===== config.mk =====
export PLATFORM = sky130hd
export DESIGN_NAME = muxpga_loader
export DESIGN_NICKNAME = d
export VERILOG_FILES = /design/src/rtl/muxpga_pkg.sv /design/src/rtl/muxpga_loader.sv
export SDC_FILE = /design/constraint.sdc
export NUM_CORES = 1
export LEC_CHECK = 0
export ABC_AREA = 1
export CORE_MARGIN = 5
export CORE_UTILIZATION = 25
export DETAILED_ROUTE_END_ITERATION = 10
export PLACE_DENSITY = 0.55
export SETUP_SLACK_MARGIN = 0.05
export SLEW_MARGIN = 0
export SYNTH_ARGS = -nofsm -noshare
export SYNTH_HDL_FRONTEND = slang
export SYNTH_SLANG_ARGS = --single-unit

===== constraint.sdc =====
create_clock -name clk -period 1.7 [get_ports clk]
set_clock_uncertainty 0.05 [all_clocks]
set_input_delay 0.34 -clock clk [delete_from_list [all_inputs] [get_ports clk]]
set_output_delay 0.34 -clock clk [all_outputs]
set_load 0.03 [all_outputs]

===== src/rtl/muxpga_pkg.sv =====
// muxpga_pkg: fabric command codes, fabric size defaults
// and the loader state type shared by the loader and its bench.
`timescale 1ns/1ps
package muxpga_pkg;

  localparam logic [1:0] CMD_LOAD = 2'd0;
  localparam logic [1:0] CMD_RUN  = 2'd1;
  localparam logic [1:0] CMD_HOLD = 2'd2;

  localparam int ROWS_DEF = 5;
  localparam int COLS_DEF = 3;

  typedef enum logic [2:0] {
    ST_IDLE,
    ST_LOAD,
    ST_VERIFY,
    ST_RUN,
    ST_RESULT
  } ld_state_t;

endpackage


===== src/rtl/muxpga_loader.sv =====
// muxpga_loader: streams config nibbles into the muxpga chain, then runs
// the fabric N cycles with a held input nibble and returns io_out.
// Ports: clk, reset (async, active-low); cfg_valid/cfg_ready/cfg_nibble,
// cfg_loaded, cfg_err; run_valid/run_ready/run_data/run_cycles;
// res_valid/res_ready/res_data; fab_nibble, fab_cmd, fab_out (fabric pins).
// Option: define MUXPGA_LOADER_READBACK_EN for the rotate-and-XOR readback.
`timescale 1ns/1ps
module muxpga_loader
  import muxpga_pkg::*;
#(
  parameter int ROWS    = ROWS_DEF,
  parameter int COLS    = COLS_DEF,
  parameter int NIBBLES = 2*(ROWS-1)*COLS,
  parameter int CYC_W   = 8
) (
  input  logic             clk,
  input  logic             reset,
  input  logic             cfg_valid,
  output logic             cfg_ready,
  input  logic [3:0]       cfg_nibble,
  output logic             cfg_loaded,
  output logic             cfg_err,
  input  logic             run_valid,
  output logic             run_ready,
  input  logic [3:0]       run_data,
  input  logic [CYC_W-1:0] run_cycles,
  output logic             res_valid,
  input  logic             res_ready,
  output logic [7:0]       res_data,
  output logic [3:0]       fab_nibble,
  output logic [1:0]       fab_cmd,
  input  logic [7:0]       fab_out
);

  localparam int CW = $clog2(NIBBLES+1);
  localparam logic [CW-1:0] N_ALL  = CW'(NIBBLES);
  localparam logic [CW-1:0] N_LAST = CW'(NIBBLES-1);

  ld_state_t        state_q, state_d;
  logic [1:0]       cmd_q, cmd_d;
  logic [3:0]       nib_q, nib_d;
  logic             crdy_q, crdy_d;
  logic             rrdy_q, rrdy_d;
  logic             loaded_q, loaded_d;
  logic             rv_q, rv_d;
  logic [7:0]       rd_q, rd_d;
  logic [CW-1:0]    ncnt_q, ncnt_d;
  logic [CYC_W-1:0] ccnt_q, ccnt_d;
  logic             cfg_acc;

`ifdef MUXPGA_LOADER_READBACK_EN
  logic       err_q, err_d;
  logic [3:0] xs_q, xs_d;
  logic [3:0] xr_q, xr_d;
  logic [3:0] rot;
  logic       bad;

  assign rot = fab_out[7:4];
  assign bad = (xs_q != (xr_q ^ rot));
  assign cfg_err = err_q;
  // Tail goes straight back into the head while verifying.
  assign fab_nibble =
    (state_q == ST_VERIFY) ? rot : nib_q;
`else
  assign cfg_err = 1'b0;
  assign fab_nibble = nib_q;
`endif

  assign cfg_ready  = crdy_q;
  assign run_ready  = rrdy_q;
  assign cfg_loaded = loaded_q;
  assign res_valid  = rv_q;
  assign res_data   = rd_q;
  assign fab_cmd    = cmd_q;

  assign cfg_acc = cfg_valid && crdy_q;

  always_ff @(posedge clk or negedge reset) begin
    if (!reset) begin
      state_q  <= ST_IDLE;
      cmd_q    <= CMD_HOLD;
      nib_q    <= '0;
      crdy_q   <= 1'b1;
      rrdy_q   <= 1'b0;
      loaded_q <= 1'b0;
      rv_q     <= 1'b0;
      rd_q     <= '0;
      ncnt_q   <= '0;
      ccnt_q   <= '0;
`ifdef MUXPGA_LOADER_READBACK_EN
      err_q    <= 1'b0;
      xs_q     <= '0;
      xr_q     <= '0;
`endif
    end else begin
      state_q  <= state_d;
      cmd_q    <= cmd_d;
      nib_q    <= nib_d;
      crdy_q   <= crdy_d;
      rrdy_q   <= rrdy_d;
      loaded_q <= loaded_d;
      rv_q     <= rv_d;
      rd_q     <= rd_d;
      ncnt_q   <= ncnt_d;
      ccnt_q   <= ccnt_d;
`ifdef MUXPGA_LOADER_READBACK_EN
      err_q    <= err_d;
      xs_q     <= xs_d;
      xr_q     <= xr_d;
`endif
    end
  end

  always_comb begin
    state_d  = state_q;
    cmd_d    = cmd_q;
    nib_d    = nib_q;
    crdy_d   = crdy_q;
    rrdy_d   = rrdy_q;
    loaded_d = loaded_q;
    rv_d     = rv_q;
    rd_d     = rd_q;
    ncnt_d   = ncnt_q;
    ccnt_d   = ccnt_q;
`ifdef MUXPGA_LOADER_READBACK_EN
    err_d    = err_q;
    xs_d     = xs_q;
    xr_d     = xr_q;
`endif
    unique case (state_q)
      ST_IDLE: begin
        cmd_d  = CMD_HOLD;
        crdy_d = 1'b1;
        rrdy_d = loaded_q;
        // Config wins over a simultaneous run request.
        if (cfg_acc) begin
          state_d  = ST_LOAD;
          cmd_d    = CMD_LOAD;
          nib_d    = cfg_nibble;
          ncnt_d   = CW'(1);
          loaded_d = 1'b0;
          rrdy_d   = 1'b0;
          crdy_d   = (NIBBLES > 1);
`ifdef MUXPGA_LOADER_READBACK_EN
          err_d    = 1'b0;
          xs_d     = cfg_nibble;
`endif
        end else if (run_valid && rrdy_q) begin
          state_d = ST_RUN;
          cmd_d   = CMD_RUN;
          nib_d   = run_data;
          crdy_d  = 1'b0;
          rrdy_d  = 1'b0;
          ccnt_d  = (run_cycles == '0) ?
                    CYC_W'(1) : run_cycles;
        end
      end
      ST_LOAD: begin
        // No data this cycle: hold so the chain never shifts junk.
        cmd_d = CMD_HOLD;
        if (cfg_acc) begin
          cmd_d  = CMD_LOAD;
          nib_d  = cfg_nibble;
          ncnt_d = (ncnt_q == N_ALL) ?
                   ncnt_q : ncnt_q + 1'b1;
          if (ncnt_q == N_LAST)
            crdy_d = 1'b0;
`ifdef MUXPGA_LOADER_READBACK_EN
          xs_d = xs_q ^ cfg_nibble;
`endif
        end else if (ncnt_q == N_ALL) begin
`ifdef MUXPGA_LOADER_READBACK_EN
          state_d = ST_VERIFY;
          cmd_d   = CMD_LOAD;
          xr_d    = '0;
`else
          state_d  = ST_IDLE;
          loaded_d = 1'b1;
          rrdy_d   = 1'b1;
          crdy_d   = 1'b1;
`endif
        end
      end
`ifdef MUXPGA_LOADER_READBACK_EN
      ST_VERIFY: begin
        // Full rotation restores the chain; counter runs down to 1.
        cmd_d  = CMD_LOAD;
        xr_d   = xr_q ^ rot;
        ncnt_d = ncnt_q - 1'b1;
        if (ncnt_q <= CW'(1)) begin
          state_d  = ST_IDLE;
          cmd_d    = CMD_HOLD;
          ncnt_d   = '0;
          err_d    = bad;
          loaded_d = !bad;
          rrdy_d   = !bad;
          crdy_d   = 1'b1;
        end
      end
`endif
      ST_RUN: begin
        // io_out here is the state before this final evaluate edge.
        if (ccnt_q <= CYC_W'(1)) begin
          state_d = ST_RESULT;
          cmd_d   = CMD_HOLD;
          rd_d    = fab_out;
          rv_d    = 1'b1;
          ccnt_d  = '0;
        end else begin
          ccnt_d = ccnt_q - 1'b1;
        end
      end
      ST_RESULT: begin
        if (res_ready) begin
          state_d = ST_IDLE;
          rv_d    = 1'b0;
          crdy_d  = 1'b1;
          rrdy_d  = loaded_q;
        end
      end
      default: begin
        state_d = ST_IDLE;
        cmd_d   = CMD_HOLD;
      end
    endcase
  end

endmodule


==> Word-level counts from Yosys, hierarchy flattened <==
Index checks and enable logic that the tools add are counted.
{ "classes": {"add_sub_neg": 2, "magnitude_cmp": 1, "eq_ne": 17, "muxes": 42, "n_bitwise": 1, "reduce_logical": 18} }
{ "ops": {"columns": ["cell", "n"], "rows": [
  ["$mux W8", 4],
  ["$mux W3", 6],
  ["$ne A2 B2 Y1 const B", 9],
  ["$pmux W8 S2", 1],
  ["$reduce_and A4 Y1", 4],
  ["$mux W5", 3],
  ["$mux W1", 13],
  ["$mux W4", 3],
  ["$pmux W3 S4", 1],
  ["$eq A5 B5 Y1 const B", 2],
  ["$pmux W5 S2", 1],
  ["$ne A3 B3 Y1 const B", 3],
  ["$reduce_and A3 Y1", 3],
  ["$le A8 B1 Y1 const B", 1],
  ["$logic_not A8 Y1", 1],
  ["$mux W2", 4],
  ["$pmux W2 S4", 1],
  ["$pmux W4 S2", 1],
  ["$sub A8 B1 Y8 const B", 1],
  ["$pmux W1 S3", 2],
  ["$reduce_bool A2 Y1", 3],
  ["$add A5 B1 Y5 const B", 1],
  ["$reduce_and A5 Y1", 1],
  ["$pmux W1 S2", 2],
  ["other kinds (8)", 10]
]} }
{ "totals": {"reg_bits": 34, "inputBits": 29, "out_inout_bits": 19} }

==> Depth between registers and ports, before layout <==
{ "depth": {"ltp_word": 5, "ltp_mapped": 9, "ltp_nobuf": 9} }

==> Worst setup path after synthesis <==
No wires, ideal clock.
{ "synth_timing": {"path_type": "register -> register", "start": "register crdy_q, in the netlist cfg_ready", "end": "register ccnt_q[2]", "setup_time_ps": 126, "t_arrival_ps": 1305, "required_ps": 1524, "slack_ps": 219, "stages_incl_launch_ff": 9, "n_path_buf": 1, "period_less_slack_ps": 1481, "path_cell_list": "dfstp_2 -> nand2_2 -> inv_1 -> nor2_2 -> nand2_4 -> nand2_4 -> buf_6 -> nor2_1 -> a31oi_1"} }
{ "synth_via": {"elab_chain_cells": 3} }
{ "synth_rtl": {"columns": ["element", "line", "source"], "rows": [
  ["from (decl)", "muxpga_loader.sv:42", "logic crdy_q, crdy_d;"],
  ["from (signal assigned)", "muxpga_loader.sv:99", "crdy_q <= crdy_d;"],
  ["$logic_and A1 B1 Y1", "muxpga_loader.sv:76", "assign cfg_acc = cfg_valid && crdy_q;"],
  ["$ne A2 B2 Y1 (no line)", null, null],
  ["$reduce_and A3 Y1 (no line)", null, null],
  ["to (signal assigned)", "muxpga_loader.sv:105", "ccnt_q <= ccnt_d;"],
  ["to (decl)", "muxpga_loader.sv:48", "logic [CYC_W-1:0] ccnt_q, ccnt_d;"]
]} }
No other way between the ends.
A chain may end at the register's enable or synchronous reset.

==> Worst setup path after layout <==
{ "layout_timing": {"start": "register cmd_q[1], in the netlist fab_cmd[1]", "end": "output fab_cmd[1]"} }
{ "layout_rtl": {"columns": ["element", "line", "source"], "rows": [
  ["from (decl)", "muxpga_loader.sv:40", "logic [1:0] cmd_q, cmd_d;"],
  ["from (signal assigned)", "muxpga_loader.sv:97", "cmd_q <= cmd_d;"],
  ["to (decl)", "muxpga_loader.sv:31", "output logic [1:0] fab_cmd,"]
]} }
No word-level cell between the ends.

==> out/qor.csv <==
metric,value,unit
sequential cell area fraction in the yosys report,42.07,%
Comb pwr share,52.3,%
vias in the first global route,1797,
CP top delay family,flip-flops,
port bufs,46,
"Distinct cells, synth",27,
XOR/XNOR Fraction of Synth Area,1.295,%
DRT antenna net count,0,
GRT Overall Usage,10.35,%
Worst Setup End Kind,primary output,
Synth area leader,dfrtp_1,
Startpoint Class,flop,
post-route minimum period,1.604,ns
main combinational cell family by area after synthesis,simple AND/OR/NAND/NOR gates,
Max Cap Violations,0,
met2 Track Usage GR,16.42,%
WL/cell,11.15,microns
total CTS buffers,5,
Clk network pwr share,14.1,%
Post-synth EDFFs,0,
flop2flop setup slack,0.21,ns
pwr dens,1543,nW/um^2
slowest CP cell,dfstp_2,
Via-to-Cell Ratio,4.239,
"Clk Latency, worst-skew pair",0.29,ns
R2R depth,8,
worst hold-check path type,in2async,
Setup CP Type,reg2out,
first-pass iteration count of the detailed router,4,
leakage dissipation,1.347,nW
synthesized area,2028,sq um
core area,7807,sq um
post-synthesis adder-cell area fraction,2.468,%
Die Ht,100.1,microns
Internal Power,2.191,mW
GRT Residual Overflow,0,
final hold viol count,0,
setup TNS,0,ns
via count,1848,
R2R Path End,fab_cmd[1],
"most common cell after layout, fill and taps aside",nand2_1,
Sequential Power Share,33.6,%
Worst Path Max Fanout,2,
Die X,100.1,microns
"Reg clk slew, reported paths",0.07,ns
# Post-CTS Setup Buffers,0,
Post-Syn Instances,279,
Post-synth ARST share,100.0,%
M1 GR Usage,13.04,%
"Avg Cell Area, Syn",7.270,sq um
M3 GR Usage,3.197,%
Psw,1.962,mW
share of the synthesized area in the top cell type,39.48,%
final setup fails,0,
Cell Rows,32,
Sw Ratio,47.24,%
max-slew violations,0,
WP data arrival,1.21,ns
area fraction in compound gates after synthesis,7.773,%
Starting Density,25.98,%
final wirelength,4863,microns
crit path buf inv count,1,
Clock Tree Root,clkbuf_8,
hold_ws,0.3612,ns
H-tree Lvls,2,
layout cells sized above 1,11.68,%
Longest Clk Path Bufs,2,
mux contribution to synthesized area,0,%
initial antenna violation count,0,
largest net degree at the start of global routing,35,
post-synthesis simple-gate area fraction,38.37,%
Yosys warning total,0,
CTS tree,built,
VDD IR max,307.6,uV
most frequent cells in the layout,"nand2_1 (101), dfrtp_1 (32), clkdlybuf4s50_1 (28)",
worst-path cell chain,dlygate4sd2_1,
Tot Pwr,4.154,mW
Tcrit/Tclk final,94.36,%
fill count,845,
ys flop type,dfrtp_1,
gpl congestion,0.7998,
DRT iter0 DRCs,66,
Ports,48,
Diodes inserted,0,
Sinks on Clock Net,34,
"Area growth, synth to finish",32.76,%
WP data required,1.31,ns
f_max,623.4,MHz
#FFs+latches synth,34,
global routing's busiest layer,met2,
first-pass GRT wire length,8300,microns
Post-Syn Nets,312,
CP peak stage delay,0.53,ns
post-DP HPWL,3613,microns
worst r2r src,ccnt_q[1],
die area,10010,sq um
synth top area cells,"dfrtp_1 (39%), nand2_1 (19%), nand3_1 (6.4%)",
RSZ-0062 raised after global routing,false,
fin nets,366,
DRC violations left,0,
status,"finished, final reports clean",
## final cells by class
| type | count | area [sq um] | share of cell area (%) |
|---|---|---|---|
| clock buffer | 6 | 72.57 | 2.695 |
| clock inverter | 2 | 10.01 | 0.3717 |
| inverter | 31 | 116.4 | 4.322 |
| multi-input combinational | 209 | 1021 | 37.92 |
| sequential | 34 | 853.3 | 31.69 |
| tap | 102 | 127.6 | 4.740 |
| timing repair buffer | 52 | 491.7 | 18.26 |
## synth_stat cells (3+ instances only)
| master | count |
|---|---|
| nand3_1 | 26 |
| nor2_1 | 26 |
| o21ai_1 | 3 |
| dfrtp_1 | 32 |
| xor2_1 | 3 |
| inv_1 | 27 |
| a21oi_1 | 5 |
| nand4_1 | 3 |
| o21ai_0 | 16 |
| nand2_4 | 3 |
| nand3_2 | 3 |
| inv_2 | 4 |
| nand2_1 | 102 |
| nand2_2 | 3 |
| nor2_4 | 3 |
| ha_1 | 4 |
## registers in the layout, indices dropped and copies added, names as in the netlist
name / flops
ccnt_q: 8
res_data: 8
ncnt_q: 5
fab_nibble: 4
state_q: 3
fab_cmd: 2
cfg_loaded: 1
cfg_ready: 1
res_valid: 1
run_ready: 1
## kinds of logic after synthesis
family,Yosys count
AOI/OAI and AO/OA,29
buffers and inverters,36
and+or+nand+nor,172
xor gates and xnor gates,3
other,1
DFF,34
adders and majority gates,4
## routing by layer
| layer | part of all wire [%] | up-vias |
|---|---|---|
| li1 | - | 982 |
| met1 | 47 | 824 |
| met2 | 45 | 37 |
| met3 | 5.8 | 5 |
| met4 | 1.3 | 0 |
| met5 | 0 | - |
## stage by stage
step	setup slack, ns	util (%)	instances	cell area, sq um
finish	0.09586	34.49	436	2693
global route	0.05854	34.49	436	2693
CTS	0.04437	34.47	436	2691
detailed placement	0.01590	33.70	428	2631
global placement	0.05089	33.70	428	2631
floorplan	0.2185	-	279	2028
## worst max-delay path by stage
stage               depth (start not counted)         end  slack (ns)       start
finish                                      1  fab_cmd[1]         0.1  fab_cmd[1]
global route                                1  fab_cmd[1]        0.06  fab_cmd[1]
CTS                                         1   cfg_ready        0.04   cfg_ready
detailed placement                          9   ccnt_q[7]        0.02   cfg_valid
global placement                            9   ccnt_q[7]        0.05   cfg_valid
floorplan                                   8   ccnt_q[2]        0.22   cfg_ready
## power by group through the flow
stage | Combinational [mW] | Sequential (mW) | Clock, mW
final | 2.17 | 1.40 | 0.586
after global routing | 2.47 | 1.45 | 0.651
after CTS | 2.19 | 1.40 | 0.617
after detailed placement | 2.28 | 1.41 | 0
after global placement | 2.25 | 1.41 | 0
after floorplan | 1.37 | 1.63 | 0
## what timing repair did
item	in CTS	in global routing
endpoints found under the setup margin	18	10
gates resized for setup	18	4
hold buffers	0	0
Note: power is estimated with default switching activity, not from simulation.
